[config.mk]
export PLATFORM = sky130hd
export DESIGN_NAME = mult_div_unit_flat
export DESIGN_NICKNAME = d
export VERILOG_FILES = /design/src/rtl/mult_div_if.sv /design/src/rtl/mult_div_unit.sv /design/src/flat_wrapper.sv
export SDC_FILE = /design/constraint.sdc
export NUM_CORES = 1
export LEC_CHECK = 0
export CORE_MARGIN = 2
export CORE_UTILIZATION = 49
export DETAILED_ROUTE_END_ITERATION = 8
export PLACE_DENSITY = 0.71
export SETUP_SLACK_MARGIN = 0.4
export SYNTH_ARGS = -nofsm -noshare
export SYNTH_HDL_FRONTEND = slang
export SYNTH_SLANG_ARGS = --single-unit
[constraint.sdc]
create_clock -name clk -period 4.5 [get_ports clk]
set_clock_uncertainty 0.2 [all_clocks]
set_input_delay 0.675 -clock clk [delete_from_list [all_inputs] [get_ports clk]]
set_output_delay 0.675 -clock clk [all_outputs]
set_load 0.01 [all_outputs]
[src/rtl/mult_div_if.sv]
// Operand/result bundle between the EX-stage issue logic and the
// multiply/divide unit.
interface mult_div_if #(
  parameter int WIDTH = 32
);
  logic             start;
  logic [1:0]       op;
  logic [WIDTH-1:0] srca;
  logic [WIDTH-1:0] srcb;
  logic             mthi;
  logic             mtlo;
  logic [WIDTH-1:0] wdata;
  logic [WIDTH-1:0] hi;
  logic [WIDTH-1:0] lo;
  logic             busy;
  logic             done;

  modport master (
    output start, op, srca, srcb, mthi, mtlo, wdata,
    input  hi, lo, busy, done
  );

  modport slave (
    input  start, op, srca, srcb, mthi, mtlo, wdata,
    output hi, lo, busy, done
  );
endinterface

[src/rtl/mult_div_unit.sv]
// Iterative multiply/divide unit holding the architectural HI/LO registers.
// Multiply: radix-2 shift-add into a 2*WIDTH accumulator.
// Divide: restoring division, remainder in the upper half of the accumulator,
// dividend/quotient shifting through the lower half.
// Signed ops run on magnitudes; the sign is fixed up in the FIX state.
module mult_div_unit #(
  parameter int WIDTH = 32,
  parameter int CNT_W = 5
) (
  input  logic     clk,
  input  logic     reset,
  mult_div_if.slave bus
);

  typedef enum logic [1:0] {
    IDLE = 2'd0,
    RUN  = 2'd1,
    FIX  = 2'd2
  } state_t;

  localparam logic [1:0]         OP_MULTU = 2'b00;
  localparam logic [1:0]         OP_MULT  = 2'b01;
  localparam logic [1:0]         OP_DIV   = 2'b11;
  localparam logic [WIDTH-1:0]   ONE_W    = {{(WIDTH-1){1'b0}}, 1'b1};
  localparam logic [2*WIDTH-1:0] ONE_D    = {{(2*WIDTH-1){1'b0}}, 1'b1};
  localparam logic [CNT_W-1:0]   ONE_C    = {{(CNT_W-1){1'b0}}, 1'b1};
  localparam logic [CNT_W-1:0]   CNT_LOAD = CNT_W'(WIDTH-1);

  function automatic logic [WIDTH-1:0] neg_w(input logic [WIDTH-1:0] x);
    return ~x + ONE_W;
  endfunction

  function automatic logic [2*WIDTH-1:0] neg_d(input logic [2*WIDTH-1:0] x);
    return ~x + ONE_D;
  endfunction

  state_t             state_r, state_s;
  logic [CNT_W-1:0]   cnt_r;
  logic [1:0]         op_r;
  logic               sign_q_r;
  logic               sign_r_r;
  logic               div_zero_r;
  logic [WIDTH-1:0]   a_raw_r;
  logic [WIDTH-1:0]   b_r;
  logic [2*WIDTH-1:0] acc_r;
  logic [WIDTH-1:0]   hi_r, lo_r;
  logic               busy_r, done_r;

  logic               start_ok_s;
  logic               a_neg_s, b_neg_s;
  logic [WIDTH-1:0]   a_mag_s, b_mag_s;
  logic [WIDTH:0]     mul_sum_s;
  logic [2*WIDTH-1:0] mul_next_s;
  logic [WIDTH:0]     div_shift_s;
  logic [WIDTH:0]     div_diff_s;
  logic [2*WIDTH-1:0] div_next_s;
  logic [2*WIDTH-1:0] prod_s;
  logic [WIDTH-1:0]   quo_s, rem_s;
  logic [WIDTH-1:0]   fix_hi_s, fix_lo_s;

  // Operand magnitudes and sign capture for the start cycle.
  always_comb begin
    start_ok_s = (state_r == IDLE) && bus.start;
    a_neg_s    = bus.op[0] & bus.srca[WIDTH-1];
    b_neg_s    = bus.op[0] & bus.srcb[WIDTH-1];
    if (a_neg_s) begin
      a_mag_s = neg_w(bus.srca);
    end else begin
      a_mag_s = bus.srca;
    end
    if (b_neg_s) begin
      b_mag_s = neg_w(bus.srcb);
    end else begin
      b_mag_s = bus.srcb;
    end
  end

  // One multiply step and one restoring-divide step on the accumulator.
  always_comb begin
    if (acc_r[0]) begin
      mul_sum_s = {1'b0, acc_r[2*WIDTH-1:WIDTH]} + {1'b0, b_r};
    end else begin
      mul_sum_s = {1'b0, acc_r[2*WIDTH-1:WIDTH]};
    end
    mul_next_s  = {mul_sum_s, acc_r[WIDTH-1:1]};
    div_shift_s = {acc_r[2*WIDTH-1:WIDTH], acc_r[WIDTH-1]};
    div_diff_s  = div_shift_s - {1'b0, b_r};
    if (div_diff_s[WIDTH]) begin
      div_next_s = {div_shift_s[WIDTH-1:0], acc_r[WIDTH-2:0], 1'b0};
    end else begin
      div_next_s = {div_diff_s[WIDTH-1:0], acc_r[WIDTH-2:0], 1'b1};
    end
  end

  // Sign correction and divide-by-zero substitution for the final write.
  always_comb begin
    prod_s = acc_r;
    quo_s  = acc_r[WIDTH-1:0];
    rem_s  = acc_r[2*WIDTH-1:WIDTH];
    if ((op_r == OP_MULT) && sign_q_r) begin
      prod_s = neg_d(acc_r);
    end else begin
      prod_s = acc_r;
    end
    if ((op_r == OP_DIV) && sign_q_r) begin
      quo_s = neg_w(acc_r[WIDTH-1:0]);
    end else begin
      quo_s = acc_r[WIDTH-1:0];
    end
    if ((op_r == OP_DIV) && sign_r_r) begin
      rem_s = neg_w(acc_r[2*WIDTH-1:WIDTH]);
    end else begin
      rem_s = acc_r[2*WIDTH-1:WIDTH];
    end
    case (op_r)
      OP_MULTU, OP_MULT: begin
        fix_hi_s = prod_s[2*WIDTH-1:WIDTH];
        fix_lo_s = prod_s[WIDTH-1:0];
      end
      default: begin
        if (div_zero_r) begin
          fix_hi_s = a_raw_r;
          fix_lo_s = {WIDTH{1'b1}};
        end else begin
          fix_hi_s = rem_s;
          fix_lo_s = quo_s;
        end
      end
    endcase
  end

  // State register.
  always_ff @(posedge clk) begin
    if (reset) begin
      state_r <= IDLE;
    end else begin
      state_r <= state_s;
    end
  end

  // Next-state logic.
  always_comb begin
    state_s = state_r;
    case (state_r)
      IDLE: begin
        if (bus.start) begin
          state_s = RUN;
        end else begin
          state_s = IDLE;
        end
      end
      RUN: begin
        if (cnt_r == {CNT_W{1'b0}}) begin
          state_s = FIX;
        end else begin
          state_s = RUN;
        end
      end
      FIX:     state_s = IDLE;
      default: state_s = IDLE;
    endcase
  end

  // Datapath: operand capture, iteration, HI/LO writes and status flags.
  always_ff @(posedge clk) begin
    if (reset) begin
      cnt_r      <= {CNT_W{1'b0}};
      op_r       <= 2'b00;
      sign_q_r   <= 1'b0;
      sign_r_r   <= 1'b0;
      div_zero_r <= 1'b0;
      a_raw_r    <= {WIDTH{1'b0}};
      b_r        <= {WIDTH{1'b0}};
      acc_r      <= {(2*WIDTH){1'b0}};
      hi_r       <= {WIDTH{1'b0}};
      lo_r       <= {WIDTH{1'b0}};
      busy_r     <= 1'b0;
      done_r     <= 1'b0;
    end else begin
      busy_r <= (state_s != IDLE);
      done_r <= (state_r == FIX);
      case (state_r)
        IDLE: begin
          if (start_ok_s) begin
            op_r       <= bus.op;
            sign_q_r   <= a_neg_s ^ b_neg_s;
            sign_r_r   <= a_neg_s;
            div_zero_r <= bus.op[1] & (bus.srcb == {WIDTH{1'b0}});
            a_raw_r    <= bus.srca;
            cnt_r      <= CNT_LOAD;
            // Divide shifts the dividend; multiply shifts the multiplier.
            if (bus.op[1]) begin
              acc_r <= {{WIDTH{1'b0}}, a_mag_s};
              b_r   <= b_mag_s;
            end else begin
              acc_r <= {{WIDTH{1'b0}}, b_mag_s};
              b_r   <= a_mag_s;
            end
          end else begin
            if (bus.mthi) begin
              hi_r <= bus.wdata;
            end
            if (bus.mtlo) begin
              lo_r <= bus.wdata;
            end
          end
        end
        RUN: begin
          if (op_r[1]) begin
            acc_r <= div_next_s;
          end else begin
            acc_r <= mul_next_s;
          end
          if (cnt_r != {CNT_W{1'b0}}) begin
            cnt_r <= cnt_r - ONE_C;
          end
        end
        FIX: begin
          hi_r <= fix_hi_s;
          lo_r <= fix_lo_s;
        end
        default: begin
          cnt_r <= {CNT_W{1'b0}};
        end
      endcase
    end
  end

  assign bus.hi   = hi_r;
  assign bus.lo   = lo_r;
  assign bus.busy = busy_r;
  assign bus.done = done_r;

endmodule

[src/flat_wrapper.sv]
// flat-port wrapper written by rule: the top's interface ports become plain ports
module mult_div_unit_flat 
#(
  parameter int WIDTH = 32,
  parameter int CNT_W = 5
)
  (clk, reset, bus_start, bus_op, bus_srca, bus_srcb, bus_mthi, bus_mtlo, bus_wdata, bus_hi, bus_lo, bus_busy, bus_done);
  mult_div_if #(.WIDTH(WIDTH)) bus_i ();
  input  logic clk;
  input  logic reset;
  input wire logic [$bits(bus_i.start)-1:0] bus_start;
  input wire logic [$bits(bus_i.op)-1:0] bus_op;
  input wire logic [$bits(bus_i.srca)-1:0] bus_srca;
  input wire logic [$bits(bus_i.srcb)-1:0] bus_srcb;
  input wire logic [$bits(bus_i.mthi)-1:0] bus_mthi;
  input wire logic [$bits(bus_i.mtlo)-1:0] bus_mtlo;
  input wire logic [$bits(bus_i.wdata)-1:0] bus_wdata;
  output wire logic [$bits(bus_i.hi)-1:0] bus_hi;
  output wire logic [$bits(bus_i.lo)-1:0] bus_lo;
  output wire logic [$bits(bus_i.busy)-1:0] bus_busy;
  output wire logic [$bits(bus_i.done)-1:0] bus_done;
  assign bus_i.start = bus_start;
  assign bus_i.op = bus_op;
  assign bus_i.srca = bus_srca;
  assign bus_i.srcb = bus_srcb;
  assign bus_i.mthi = bus_mthi;
  assign bus_i.mtlo = bus_mtlo;
  assign bus_i.wdata = bus_wdata;
  assign bus_hi = bus_i.hi;
  assign bus_lo = bus_i.lo;
  assign bus_busy = bus_i.busy;
  assign bus_done = bus_i.done;
  mult_div_unit #(.WIDTH(WIDTH), .CNT_W(CNT_W)) u_core (.clk(clk), .reset(reset), .bus(bus_i));
endmodule
## Yosys cells after proc, flatten, opt, wreduce, memory -nomap -nowiden

Index checks and enable logic that the tools add are counted.
W data, S select, Z words.

- Add/subtract/negate cells: 8
- Equal/unequal tests: 9
- Muxes and demuxes: 28
- Bitwise operators: 10
- Reduce and logical (&&, ||, !) cells: 18

Operator list:

| operator | number |
|---|---|
| $mux W32 | 14 |
| $mux W64 | 4 |
| $add A32 B1 Y32 const B | 4 |
| $not A32 Y32 | 4 |
| $pmux W32 S2 | 2 |
| $pmux W64 S2 | 1 |
| $add A64 B1 Y64 const B | 1 |
| $not A64 Y64 | 1 |
| $add A32 B32 Y33 | 1 |
| $mux W33 | 1 |
| $sub A33 B32 Y33 | 1 |
| $logic_not A32 Y1 | 1 |
| $pmux W5 S3 | 1 |
| $mux W5 | 2 |
| $reduce_and A3 Y1 | 3 |
| $ne A2 B2 Y1 const B | 3 |
| $reduce_bool A2 Y1 | 3 |
| $logic_not A5 Y1 | 1 |
| $reduce_bool A5 Y1 | 1 |
| $sub A5 B1 Y5 const B | 1 |
| $eq A2 B1 Y1 const B | 2 |
| $eq A2 B2 Y1 const B | 2 |
| $logic_and A1 B1 Y1 | 4 |
| $logic_not A2 Y1 | 2 |
| other kinds (9) | 13 |

- Bits in registers: 206
- Input bits: 103
- Output and inout bits: 66
- Word-level logic and storage cells: 86

## Depth between registers and ports, before layout

- Depth in word-level cells: 6
- Gate-level depth with buffers: 14
- Mapped depth without buffers: 12

## Worst setup path after synthesis

No wires, ideal clock.

- Kind: reg-to-reg
- Start point: reg u_core.acc_r[31]
- End point: reg u_core.acc_r[50]
- Library setup time: 122 ps
- Arrival time: 3290 ps
- Required time: 4178 ps
- Slack: 888 ps
- Stages on the path, launching flop included: 14
- Buffers on the path: 1
- Clock period less this slack: 3612 ps
- Path through: dfxtp_1 -> inv_1 -> ha_1 -> fa_1 -> nand2b_1 -> a21o_1 -> a211o_1 -> o211a_4 -> o21a_1 -> o32a_1 -> buf_6 -> nand2_8 -> mux2_4 -> a221o_1

- Word-level cells in the longest chain between the ends: 4

Ends and longest elaborated chain:

| what | RTL line | RTL |
|---|---|---|
| start: declaration | mult_div_unit.sv:45 | `logic [2*WIDTH-1:0] acc_r;` |
| start signal: assignment | mult_div_unit.sv:174 | `acc_r <= {(2*WIDTH){1'b0}};` |
| start signal: assignment | mult_div_unit.sv:193 | `acc_r <= {{WIDTH{1'b0}}, a_mag_s};` |
| start signal: assignment | mult_div_unit.sv:196 | `acc_r <= {{WIDTH{1'b0}}, b_mag_s};` |
| $sub A33 B32 Y33 | mult_div_unit.sv:87 | `div_diff_s = div_shift_s - {1'b0, b_r};` |
| $mux W64 | mult_div_unit.sv:88 | `if (div_diff_s[WIDTH]) begin` |
| $mux W64 | mult_div_unit.sv:209 | `if (op_r[1]) begin` |
| $pmux W64 S2 | mult_div_unit.sv:182 | `case (state_r)` |

Every way passes these cells.
A chain may end at the register's enable or synchronous reset.

## Worst setup path in the final report

Ends and elaborated chain as after synthesis.

==> run metrics <==
drt initial violations 2245; Clock Path Buffers 3; setup TNS 0 ns; DP Area 19200 sq um; die height about 190 microns; Syn Nets 2539; Final Setup Violations 0; io pins 169; largest family of logic cells by synthesized area compound AO/OA/AOI/OAI gates; FMAX approximately 250 MHz; Max Cap Viol 0; CP required roughly 4.7 ns; Die Area 36400 sq um; Worst Tran Pin Value 1.01 ns; Post-Synth Adder-Cell Area 0.0529; PortBufs 168; Post-synth top cells 285 x a21oi_1, 283 x nand2_1, 209 x nor2_1, 206 x dfxtp_1, 162 x clkbuf_1; Storage cell area 4130 sq um; post-synthesis xor/xnor area fraction 0.0810; Critical Path Sink Type flop; Final Hold Viols 0; post-synthesis mux area share 0.0502; Net count, final 2622; Die X-Extent around 190 microns; hold_buf cts 0; WP buf/inv 1; post-synth top area share 0.241; slowest CP cell fa_1; final non-filler cell total 2922; clock sinks 206; mapped cell area 17100 sq um; DR vias/cell 6.57; most frequent cell after synthesis a21oi_1; most area-hungry cell type in the Yosys netlist dfxtp_1; Routed Wire Length 71700 microns; vias in the first global route 17400; post-DR wirelength/cell ~25 microns; gpl congestion 1.03; sequential fraction of the synthesis area 0.241; crit path cell chain inv_1, ha_1, fa_1, nand2b_1, a21o_1, a211o_1, o211a_4, o21a_1, o32a_1, nand2_8, mux2_4, a221o_1; share of cells above drive strength 1 0.0685; via count around 19000; Area growth syn-to-layout 17.7%; FP Rows just under 70; Post-CTS Setup Inserts 0; first-pass GRT wire length between 100000 and 150000 microns; Mean Syn Cell Area between 7 and 8 sq um; critical path class flop to flop; initial core utilization 0.496; CTS tree built; Rel. slew slack 0.323; initial antenna violation count 1; Top delay family on crit path compound AO/OA/AOI/OAI gates; Clock Latency Late Sink 0.57 ns; power per cell area approximately 330 nW/um^2; Synth Register Bits 206; crit share post-route 0.886; fin. max-slew vios 0; startpoint class of the critical path flop; Post-Synthesis Cells 2365; number of fill cells approximately 3300; worst stage delay on the critical path 0.40 ns; Synth Area in Compound Gates 0.302; RSZ-0062 raised after global routing yes; largest net degree at the start of global routing 66; HP Class flop to flop; Clock H-tree levels 1; number of synthesized flops with an enable pin 0; Root Buffer clkbuf_16; VDD IR-drop max 349 uV; GRT Util Overall 0.384; clk slew on worst S/H paths 0.06 ns; top_reg_cell synth dfxtp_1; number of synthesis warnings 0; Synth area leaders dfxtp_1 24%, a21oi_1 8.3%, nand2_1 6.2%; status complete, no violations; placed cell count between 2000 and 3000; design area 20100 sq um; Async SR Flop Fraction 0; core area 34500 sq um; DRT antenna net count 0; Synth Area in Simple Gates 0.212; Tmin final 3.99 ns; footprint of the multi-input gates 12000 sq um; Critical Path Fanout Max 17; dpl hpwl 55300 microns; Netlist cell types 89; CTS buffer count 26; drt pass-1 iters 8; crit path DAT 4.23 ns; Residual DRC 0; Congestion Overflow GR 0; P_leak 7.82 nW
==> worst min-delay path, delay by kind of cell, from the launching register on <==
kind,cells,cell delay [ns]
compound gates,1,0.05
flops,1,0.31
simple gates,1,0.05
==> layout by cell type (no fill, tap or decap), types with 11 or more instances in the layout <==
| cell | synthesis | layout |
|---|---|---|
| ha_1 | 69 | 69 |
| nor4_1 | 19 | 19 |
| o221ai_1 | 40 | 40 |
| clkdlybuf4s50_1 | 0 | 166 |
| and3_1 | 20 | 20 |
| clkbuf_16 | 0 | 26 |
| o22ai_1 | 15 | 15 |
| mux2i_1 | 73 | 73 |
| o21a_1 | 14 | 14 |
| buf_4 | 2 | 73 |
| a31oi_1 | 30 | 30 |
| and2_1 | 14 | 14 |
| nand4_1 | 18 | 18 |
| xor2_1 | 82 | 82 |
| a21oi_1 | 285 | 285 |
| a211oi_1 | 61 | 61 |
| dfxtp_1 | 206 | 204 |
| nand3_1 | 40 | 40 |
| o211ai_1 | 43 | 43 |
| o21ai_0 | 141 | 141 |
| inv_1 | 79 | 79 |
| xnor2_1 | 76 | 76 |
| nand2b_1 | 18 | 18 |
| o31ai_1 | 19 | 19 |
| nor2_1 | 209 | 206 |
| nor3_1 | 67 | 66 |
| nor2b_1 | 13 | 12 |
| or3_1 | 17 | 16 |
| nand2_1 | 283 | 283 |
| a22oi_1 | 11 | 11 |
| a21o_1 | 32 | 32 |
==> power breakdown <==
group          leakage (nW)  internal, mW  total [mW]  switching [mW]
clock                 0.451          1.41        2.30           0.899
sequential             1.69          1.98        2.22           0.240
combinational          5.68         0.846        2.18            1.34
==> metrics by stage <==
step | hold slack, ns | power [mW] | util | setup slack, ns
floorplan | 0.233 | 3.55 | - | 0.888
detailed placement | 0.247 | 4.37 | 0.556 | 0.609
global route | 0.268 | 6.96 | 0.584 | 0.388
global placement | 0.241 | 4.34 | 0.556 | 0.669
CTS | 0.252 | 6.65 | 0.583 | 0.571
finish | 0.251 | 6.71 | 0.584 | 0.514
==> layout make-up <==
type,instances,area share
Clock buffer,34,0.0353
Multi-Input combinational cell,1893,0.595
Clock inverter,12,0.0111
Antenna cell,1,0.000124
Timing Repair Buffer,240,0.110
Tap cell,455,0.0283
Inverter,81,0.0151
Sequential cell,206,0.205
==> registers in the layout (all words and copies together), names as in the netlist <==
| signal | flops |
|---|---|
| u_core.sign_r_r | 1 |
| u_core.sign_q_r | 1 |
| u_core.op_r | 2 |
| u_core.state_r | 2 |
| u_core.bus.busy | 1 |
| u_core.a_raw_r | 32 |
| u_core.bus.hi | 32 |
| u_core.acc_r | 64 |
| u_core.bus.lo | 32 |
| u_core.b_r | 32 |
| u_core.cnt_r | 5 |
| u_core.bus.done | 1 |
| u_core.div_zero_r | 1 |
==> repair_timing <==
action                                  4_1_cts  5_1_grt
gates resized for setup                       0        1
endpoints found under the hold margin         0        0
endpoints found under the setup margin        0        3
==> routing by layer <==
| layer | wire [microns] | track usage | vias up | part of all wire |
|---|---|---|---|---|
| li1 | - | - | 8776 | - |
| met1 | 29900 | 0.536 | 9105 | 0.42 |
| met2 | 30800 | 0.584 | 1097 | 0.43 |
| met3 | 7400 | 0.0587 | 209 | 0.10 |
| met4 | 3580 | 0.167 | 0 | 0.050 |
| met5 | 0 | 0 | - | 0 |
==> final timing paths <==
kind                            slack, ns  depth (start not counted)                     startpoint                             to
worst max-delay path                 0.51                         12  u_core.acc_r[31]$_SDFFE_PP0P_  u_core.acc_r[50]$_SDFFE_PP0P_
worst min-delay path                 0.25                          2  u_core.bus.lo[4]$_SDFFE_PP0P_  u_core.bus.lo[4]$_SDFFE_PP0P_
worst max register to register       0.51                         12  u_core.acc_r[31]$_SDFFE_PP0P_  u_core.acc_r[50]$_SDFFE_PP0P_
worst min register to register       0.25                          2  u_core.bus.lo[4]$_SDFFE_PP0P_  u_core.bus.lo[4]$_SDFFE_PP0P_
==> logic make-up after synthesis <==
kind of cell | Yosys count
AND/OR/NAND/NOR | 771
XOR/XNOR | 158
flip-flops | 206
multiplexers | 84
adder cells (fa/ha/maj) | 71
buffers and inverters | 266
AO/OA/AOI/OAI | 809
No activity file was read; power rests on OpenSTA's default activity.
